==> config.mk <==
export PLATFORM = sky130hd
export DESIGN_NAME = tgam_packet_parser
export DESIGN_NICKNAME = d
export VERILOG_FILES = /design/src/rtl/tgam_packet_parser.sv
export SDC_FILE = /design/constraint.sdc
export NUM_CORES = 1
export LEC_CHECK = 0
export BUFFER_PORTS_ARGS = -buffer_cell sky130_fd_sc_hd__buf_2
export CAP_MARGIN = 15
export CELL_PAD_IN_SITES_DETAIL_PLACEMENT = 0
export CELL_PAD_IN_SITES_GLOBAL_PLACEMENT = 1
export CORE_UTILIZATION = 30
export CTS_BUF_LIST = sky130_fd_sc_hd__clkbuf_2
export DETAILED_ROUTE_END_ITERATION = 12
export PLACE_DENSITY = 0.68
export SETUP_SLACK_MARGIN = 0.05
export SYNTH_ARGS = -nofsm -noshare
export SYNTH_HDL_FRONTEND = slang
export SYNTH_SLANG_ARGS = --single-unit
==> constraint.sdc <==
create_clock -name clk -period 2.5 [get_ports clk]
set_input_delay 0.25 -clock clk [delete_from_list [all_inputs] [get_ports clk]]
set_output_delay 0.25 -clock clk [all_outputs]
set_load 0.02 [all_outputs]
==> src/rtl/tgam_packet_parser.sv <==
// ThinkGear (TGAM) byte-stream parser: frames 0xAA 0xAA packets, checks the payload
// checksum and commits raw-sample / status rows only from checksum-good packets.
module tgam_packet_parser #(
    parameter logic [15:0] TIMEOUT = 16'd50000
) (
    input  logic        clk,
    input  logic        rst,
    input  logic [7:0]  rx_data,
    input  logic        rx_valid,
    output logic [15:0] raw_data,
    output logic        raw_valid,
    output logic [7:0]  poor_signal,
    output logic [7:0]  attention,
    output logic [7:0]  meditation,
    output logic        stat_valid,
    output logic        chk_err,
    output logic [15:0] pkt_count
);

    localparam logic [7:0] SYNC_BYTE = 8'hAA;
    localparam logic [7:0] EXCODE    = 8'h55;
    localparam logic [7:0] MAX_PLEN  = 8'd169;

    typedef enum logic [2:0] {SYNC1, SYNC2, PLEN, PAYLOAD, CHK} state_t;
    typedef enum logic [1:0] {ROW_CODE, ROW_VLEN, ROW_VAL} row_t;

    state_t      state, state_nxt;
    row_t        row;
    logic [7:0]  remain, sum, code, vlen, vcnt, raw_hi;
    logic [15:0] idle_cnt, shadow_raw;
    logic [7:0]  shadow_poor, shadow_att, shadow_med;
    logic        raw_pend, poor_pend, att_pend, med_pend;
    logic        commit_q, err_q;
    logic        timeout_hit, plen_ok, plen_bad, chk_good, chk_bad;

    always_ff @(posedge clk) begin
        if (rst) state <= SYNC1;
        else     state <= state_nxt;
    end

    always_comb begin
        state_nxt   = state;
        timeout_hit = (state != SYNC1) && !rx_valid && (idle_cnt >= TIMEOUT - 16'd1);
        plen_ok     = rx_valid && (state == PLEN) && (rx_data <= MAX_PLEN);
        plen_bad    = rx_valid && (state == PLEN) && (rx_data > SYNC_BYTE);
        chk_good    = rx_valid && (state == CHK) && (rx_data == ~sum);
        chk_bad     = rx_valid && (state == CHK) && (rx_data != ~sum);
        if (timeout_hit) begin
            state_nxt = SYNC1;
        end else if (rx_valid) begin
            case (state)
                SYNC1:   if (rx_data == SYNC_BYTE) state_nxt = SYNC2;
                SYNC2:   state_nxt = (rx_data == SYNC_BYTE) ? PLEN : SYNC1;
                PLEN: begin
                    if (rx_data == SYNC_BYTE) state_nxt = PLEN;
                    else if (rx_data <= MAX_PLEN) state_nxt = (rx_data == 8'd0) ? CHK : PAYLOAD;
                    else state_nxt = SYNC1;
                end
                PAYLOAD: if (remain == 8'd1) state_nxt = CHK;
                CHK:     state_nxt = SYNC1;
                default: state_nxt = SYNC1;
            endcase
        end
    end

    always_ff @(posedge clk) begin
        if (rst) begin
            row         <= ROW_CODE;
            remain      <= '0;
            sum         <= '0;
            code        <= '0;
            vlen        <= '0;
            vcnt        <= '0;
            raw_hi      <= '0;
            idle_cnt    <= '0;
            shadow_raw  <= '0;
            shadow_poor <= '0;
            shadow_att  <= '0;
            shadow_med  <= '0;
            raw_pend    <= 1'b0;
            poor_pend   <= 1'b0;
            att_pend    <= 1'b0;
            med_pend    <= 1'b0;
            commit_q    <= 1'b0;
            err_q       <= 1'b0;
            raw_data    <= '0;
            raw_valid   <= 1'b0;
            poor_signal <= '0;
            attention   <= '0;
            meditation  <= '0;
            stat_valid  <= 1'b0;
            chk_err     <= 1'b0;
            pkt_count   <= '0;
        end else begin
            if (rx_valid)                 idle_cnt <= '0;
            else if (idle_cnt != 16'hFFFF) idle_cnt <= idle_cnt + 16'd1;

            commit_q <= chk_good;
            err_q    <= chk_bad | plen_bad;

            if (timeout_hit) begin
                raw_pend  <= 1'b0;
                poor_pend <= 1'b0;
                att_pend  <= 1'b0;
                med_pend  <= 1'b0;
            end else if (plen_ok) begin
                remain    <= rx_data;
                sum       <= '0;
                row       <= ROW_CODE;
                raw_pend  <= 1'b0;
                poor_pend <= 1'b0;
                att_pend  <= 1'b0;
                med_pend  <= 1'b0;
            end else if (rx_valid && state == PAYLOAD) begin
                sum    <= sum + rx_data;
                remain <= remain - 8'd1;
                case (row)
                    ROW_CODE: begin
                        if (rx_data != EXCODE) begin
                            code <= rx_data;
                            if (rx_data[7]) begin
                                row <= ROW_VLEN;
                            end else begin
                                vlen <= 8'd1;
                                vcnt <= 8'd1;
                                row  <= ROW_VAL;
                            end
                        end
                    end
                    ROW_VLEN: begin
                        vlen <= rx_data;
                        vcnt <= rx_data;
                        row  <= (rx_data == 8'd0) ? ROW_CODE : ROW_VAL;
                    end
                    ROW_VAL: begin
                        vcnt <= vcnt - 8'd1;
                        if (vcnt == 8'd1) row <= ROW_CODE;
                        // High raw byte is staged so a truncated row never touches shadow_raw.
                        case (code)
                            8'h80: if (vlen == 8'd2) begin
                                if (vcnt == 8'd2) begin
                                    raw_hi <= rx_data;
                                end else begin
                                    shadow_raw <= {raw_hi, rx_data};
                                    raw_pend   <= 1'b1;
                                end
                            end
                            8'h02: begin shadow_poor <= rx_data; poor_pend <= 1'b1; end
                            8'h04: begin shadow_att  <= rx_data; att_pend  <= 1'b1; end
                            8'h05: begin shadow_med  <= rx_data; med_pend  <= 1'b1; end
                            default: ;
                        endcase
                    end
                    default: row <= ROW_CODE;
                endcase
            end

            // Shadows cannot change in the cycle after CHK (the FSM is back in SYNC1).
            raw_valid  <= commit_q & raw_pend;
            stat_valid <= commit_q & (poor_pend | att_pend | med_pend);
            chk_err    <= err_q;
            if (commit_q) begin
                pkt_count <= pkt_count + 16'd1;
                if (raw_pend)  raw_data    <= shadow_raw;
                if (poor_pend) poor_signal <= shadow_poor;
                if (att_pend)  attention   <= shadow_att;
                if (med_pend)  meditation  <= shadow_med;
            end
        end
    end

endmodule

# Yosys cells after proc, flatten, opt, wreduce, memory -nomap -nowiden
# Index checks and enable logic that the tools add are counted.
[totals]
ff_bits = 174
inputBits = 11
output_inout_bits = 59
wordCells = 130
[op_classes]
addsub = 5
magnitude_cmp = 3
eq_ne = 25
mux = 22
n_bitwise = 9
reduce_logical = 39
[ops]
columns = ["operator", "n"]
rows = [
  ["8-bit two-way mux", 6],
  ["16-bit by 1-bit adder with 16-bit output (second input constant)", 2],
  ["5-bit AND reduction", 5],
  ["8-bit by 2-bit == test with 1-bit output (second input constant)", 3],
  ["8-bit case mux with 3 select lines", 1],
  ["8-bit by 1-bit == test with 1-bit output (second input constant)", 2],
  ["8-bit by 3-bit == test with 1-bit output (second input constant)", 2],
  ["8-bit == test (second input constant)", 2],
  ["16-bit >= comparator (second input constant)", 1],
  ["16-bit inequality test (second input constant)", 1],
  ["8-bit case mux with 2 select lines", 1],
  ["8-bit by 1-bit subtractor with 8-bit output (second input constant)", 2],
  ["3-bit two-way mux", 5],
  ["2-bit two-way mux", 7],
  ["7-bit AND reduction", 2],
  ["3-bit case mux with 4 select lines", 1],
  ["3-bit AND reduction", 4],
  ["6-bit AND reduction", 2],
  ["2-bit AND reduction", 5],
  ["1-bit logical AND", 9],
  ["8-bit adder", 1],
  ["8-bit == test", 1],
  ["8-bit greater-than comparator (second input constant)", 1],
  ["8-bit <= comparator (second input constant)", 1],
  ["other kinds (23)", 36],
]

# Depth between registers and ports, before layout
[logic_depth]
ltp_word = 5
mapped_depth = 9

# Worst setup path after synthesis
# Ideal clock, no wire load.
[synth_timing]
path_type = "input to register"
startpoint = "input rx_data[7]"
endpoint = "register remain[7]"
setup_time_ps = 142
t_arrival_ps = 1742
required_time_ps = 2358
slack_ps = 617
path_stages = 8
path_cell_list = "buf_6 > and4bb_1 > a32o_2 > or4_4 > buf_6 > buf_6 > nor2_1 > a211oi_2"
[synth_via]
elab_chain_cells = 4
[synth_lines]
columns = ["element", "line_no", "text"]
rows = [
  ["from (decl)", "8", "input logic [7:0] rx_data,"],
  ["8-bit <= comparator", "44", "plen_ok = rx_valid && (state == PLEN) && (rx_data <= MAX_PLEN);"],
  ["1-bit logical AND", "44", ""],
  ["2-bit nonzero test (no line)", "n/a", ""],
  ["2-bit AND reduction (no line)", "n/a", ""],
  ["to (signal assigned)", "107", "remain <= rx_data;"],
  ["to (signal assigned)", "116", "remain <= remain - 8'd1;"],
  ["to (decl)", "29", "logic [7:0] remain, sum, code, vlen, vcnt, raw_hi;"],
]
# Several ways; a longest one is shown, not always the timed one.
# A chain may end at the register's enable or synchronous reset.

# Worst setup path after layout
[layout_timing]
startpoint = "register row[0]"
endpoint = "register shadow_raw[3]"
[layout_via]
elab_chain_cells = 2
[layout_lines]
columns = ["element", "line_no", "text"]
rows = [
  ["from (decl)", "28", "row_t row;"],
  ["from (signal assigned)", "133", "row <= (rx_data == 8'd0) ? ROW_CODE : ROW_VAL;"],
  ["2-bit == test", "117", "case (row)"],
  ["7-bit AND reduction (no line)", "n/a", ""],
  ["to (signal assigned)", "144", "shadow_raw <= {raw_hi, rx_data};"],
  ["to (decl)", "30", "logic [15:0] idle_cnt, shadow_raw;"],
]
# No other way between the ends.

==> results.toml <==
[worst_setup_path]
start_kind = "flop"
path_buf_inv = 2
slowest_delay_ns = 0.44
critPathMaxFanout = 17
worst_path_max_delay_cell = "nor4b_2"
cp.required_ns = 3.15
arrival_ns = 2.77
cp-end-kind = "flop"
regToRegSetupSlack_ns = 0.37
critPathKind = "flop to flop"
critPathTopFamily = "simple AND/OR/NAND/NOR gates"
cp_cell_sequence = "inv_1 > ha_1 > nand3_2 > nor4b_2 > buf_12 > mux2i_1 > nor2_1"

[yosys]
synth_top_cell_by_area = "dfxtp_1"
yosysUniqueCellTypes = 68
ys_seq_elements = 174
synth_edf_count = 0
syn_area_sq_um = 7670
yosys_most_used_dff = "dfxtp_1"
avgSynthCellArea_sq_um = 8.83
synth_top_area_share_pct = 45.4
synth_warnings = 0
ys_async_sr_fraction_pct = 0
syn_inst = 869
synth_area_leaders = "dfxtp_1 45%, mux2i_1 8.3%, nor2_1 5.9%, nand2_1 4.9%, a21oi_1 4.5%"
ys_seq_area_share_pct = 45.4
synth_nets = 898

[clock_tree]
cts_sinks = 174
worstSkewPairLatency_ns = 0.74
clock_tree.root_cell = "clkbuf_2"
clockBufferDepth = 2
tritoncts = "yes"
clkTransAtPathRegs_ns = 0.31
cts_buffers = 17
htreeDepth = 4
postCtsSetupBuffers = 0

[sta]
final.period_utilization_pct = 85.0
worst_slew_pin_slew_ns = 0.762
setup_ws_ns = 0.375
slew_viol_final = 0
hold_viol = 0
max_slew_margin_pct = 49.2
min_period_ns = 2.13
max_freq_mhz = 471
setup-violations-final = 0
fin_tns_setup_ns = 0
rsz0062_at_grt = "no"
skew_ns = 0.0579

[global_route]
gr-usage-met2_pct = 23.4
overflow = 0
met3_usage_pct = 4.19
globalRouteMet1Util_pct = 20.0
grt_max_degree = 87
grt_use_total_pct = 14.8
grt_pass1_wl_mm = 31.0
antenna_found_initial = 0
grt-busiest-layer = "met2"
grt_pass1_vias = 5855

[route]
post-route-drc-count = 0
wl_per_cell_um = 14.9
drt_iter0_markers = 349
drt_wl_total_mm = 18.9
num_vias = 6096
viasPerCell = 4.79
drtAntennaViolNets = 0
dr.pass1.iters = 5

[job]
drv_cap = 0

[placed_design]
pre_cts_ws_ns = 0.290
place_inst = 1230
hpwl_mm = 12.8
place_congestion = 0.797
portBuffers = 69

[die]
core_sq_um = 25100
die_width_um = 162
initial_core_util_pct = 30.6
rows = 58
io_pins = 70
fp.dieArea_sq_um = 26200
die_h_um = 162

[finish]
nNetsFinal = 958
area.growth.synth_to_final_pct = 13.8
post-route-util_pct = 34.8
nFillCells = 2676
antenna_cells = 0
finalNonFillerCells = 1272
drive_above_1_share_pct = 15.7

[run_status]
status = "finished clean"

[pwr]
p_leak_uw = 0.00315
p_total_uw = 4570
power_density_nw_per_um2 = 523
peakVddDrop_uv = 337

[min_path]
hp-class = "primary input to flop"
## where the power goes
part           total (uW)  internal (uW)  leakage, uW  switching (uW)
registers            2790           2790      0.00140            1.92
logic                 172           51.9      0.00160             120
clock network        1600            505     0.000150            1100
total                4570           3350      0.00315            1220
## timing repair
action                                 CTS  global route
hold buffers                            10             0
resized for setup                        0             0
endpoints found under the hold margin   49             0
## cell usage in the layout (no fill, tap or decap), drive strengths merged, types with 3 or more instances in the layout
master | netlist | layout
clkinv | 0 | 3
nor3b | 6 | 6
nor4b | 4 | 4
nand4b | 5 | 5
dfxtp | 174 | 174
clkinvlp | 0 | 3
buf | 21 | 89
ha | 17 | 17
a211oi | 18 | 18
or2 | 3 | 3
o211ai | 4 | 4
mux2i | 64 | 64
nor2 | 120 | 120
a31oi | 4 | 4
a21o | 9 | 9
a21oi | 70 | 70
inv | 16 | 22
xnor2 | 24 | 24
clkbuf | 37 | 18
nand2 | 100 | 100
nor4 | 14 | 14
or4 | 3 | 3
and2 | 10 | 10
nand3 | 43 | 43
o21ai | 12 | 12
and4 | 3 | 3
nor2b | 4 | 4
nor3 | 18 | 18
nand3b | 4 | 4
or3 | 6 | 6
xor2 | 13 | 13
dlygate4sd3 | 0 | 10
a2bb2oi | 4 | 4
mux2 | 3 | 3
nand4 | 9 | 9
## cells by family after synthesis
logic type	share of synthesized area [%]
AO/OA/AOI/OAI	11.7
XOR/XNOR	4.22
adder cells (fa/ha/maj)	3.03
buffers and inverters	4.30
flip-flops	45.4
multiplexers	8.79
AND/OR/NAND/NOR	22.6
## cells in the mapped netlist (3+ instances only)
master / number
nand3b_1: 4
or2_2: 3
nand4b_1: 5
buf_2: 9
nand3_1: 42
nor4b_1: 4
nor4_1: 12
nand4_1: 9
nor3b_1: 6
and2_1: 9
buf_4: 3
a21o_1: 9
o211ai_1: 4
or3_1: 6
xnor2_1: 24
and4_1: 3
inv_1: 16
nor2b_1: 4
a21oi_1: 69
a211oi_1: 12
a2bb2oi_1: 4
buf_6: 4
mux2i_1: 64
nor2_1: 120
dfxtp_1: 174
buf_1: 5
o21ai_0: 10
ha_1: 17
a211oi_2: 6
xor2_1: 13
mux2_2: 3
nor3_1: 17
a31oi_1: 4
nand2_1: 100
clkbuf_1: 37
## per-layer routing
layer / vias to the layer above / routed length, um / share of wire (%)
li1: 3140 / - / -
met1: 2849 / 9300 / 49
met2: 97 / 8580 / 45
met3: 10 / 883 / 4.7
met4: 0 / 146 / 0.77
met5: - / 0 / 0
## worst min-delay path: stages
cell,delay [ns]
dlygate4sd3_1,0.51
buf_2,0.16
mux2i_1,0.08
nor2_1,0.07
## registers in the layout, summed over array words and instances, names as in the netlist, 16 cells and up
name,count
idle_cnt,16
raw_data,16
shadow_raw,16
pkt_count,16
## cell type report
type / instances / area, sq um / area share (%)
inverter: 16 / 60.1 / 0.688
sequential: 174 / 3480 / 39.9
tap: 330 / 413 / 4.73
timing repair buffer: 99 / 623 / 7.14
clock buffer: 18 / 90.1 / 1.03
clock inverter: 14 / 176 / 2.02
multi-input combinational: 621 / 3890 / 44.5
## path summary, 6_finish.rpt
kind	startpoint	end	cells past startpoint
setup reg to reg	row[0]	shadow_raw[3]	7
hold / removal	rx_data[2]	shadow_poor[2]	4
hold reg to reg	err_q	chk_err	1
setup / recovery	row[0]	shadow_raw[3]	7
## metrics by stage
step	hold WS [ns]	instance area, sq um
final	0.406	8730
after CTS	0.339	8730
after global placement	0.416	8370
after global routing	0.354	8730
after floorplan	0.411	7670
after detailed placement	0.428	8370
Power figures use the tool's default switching activity.
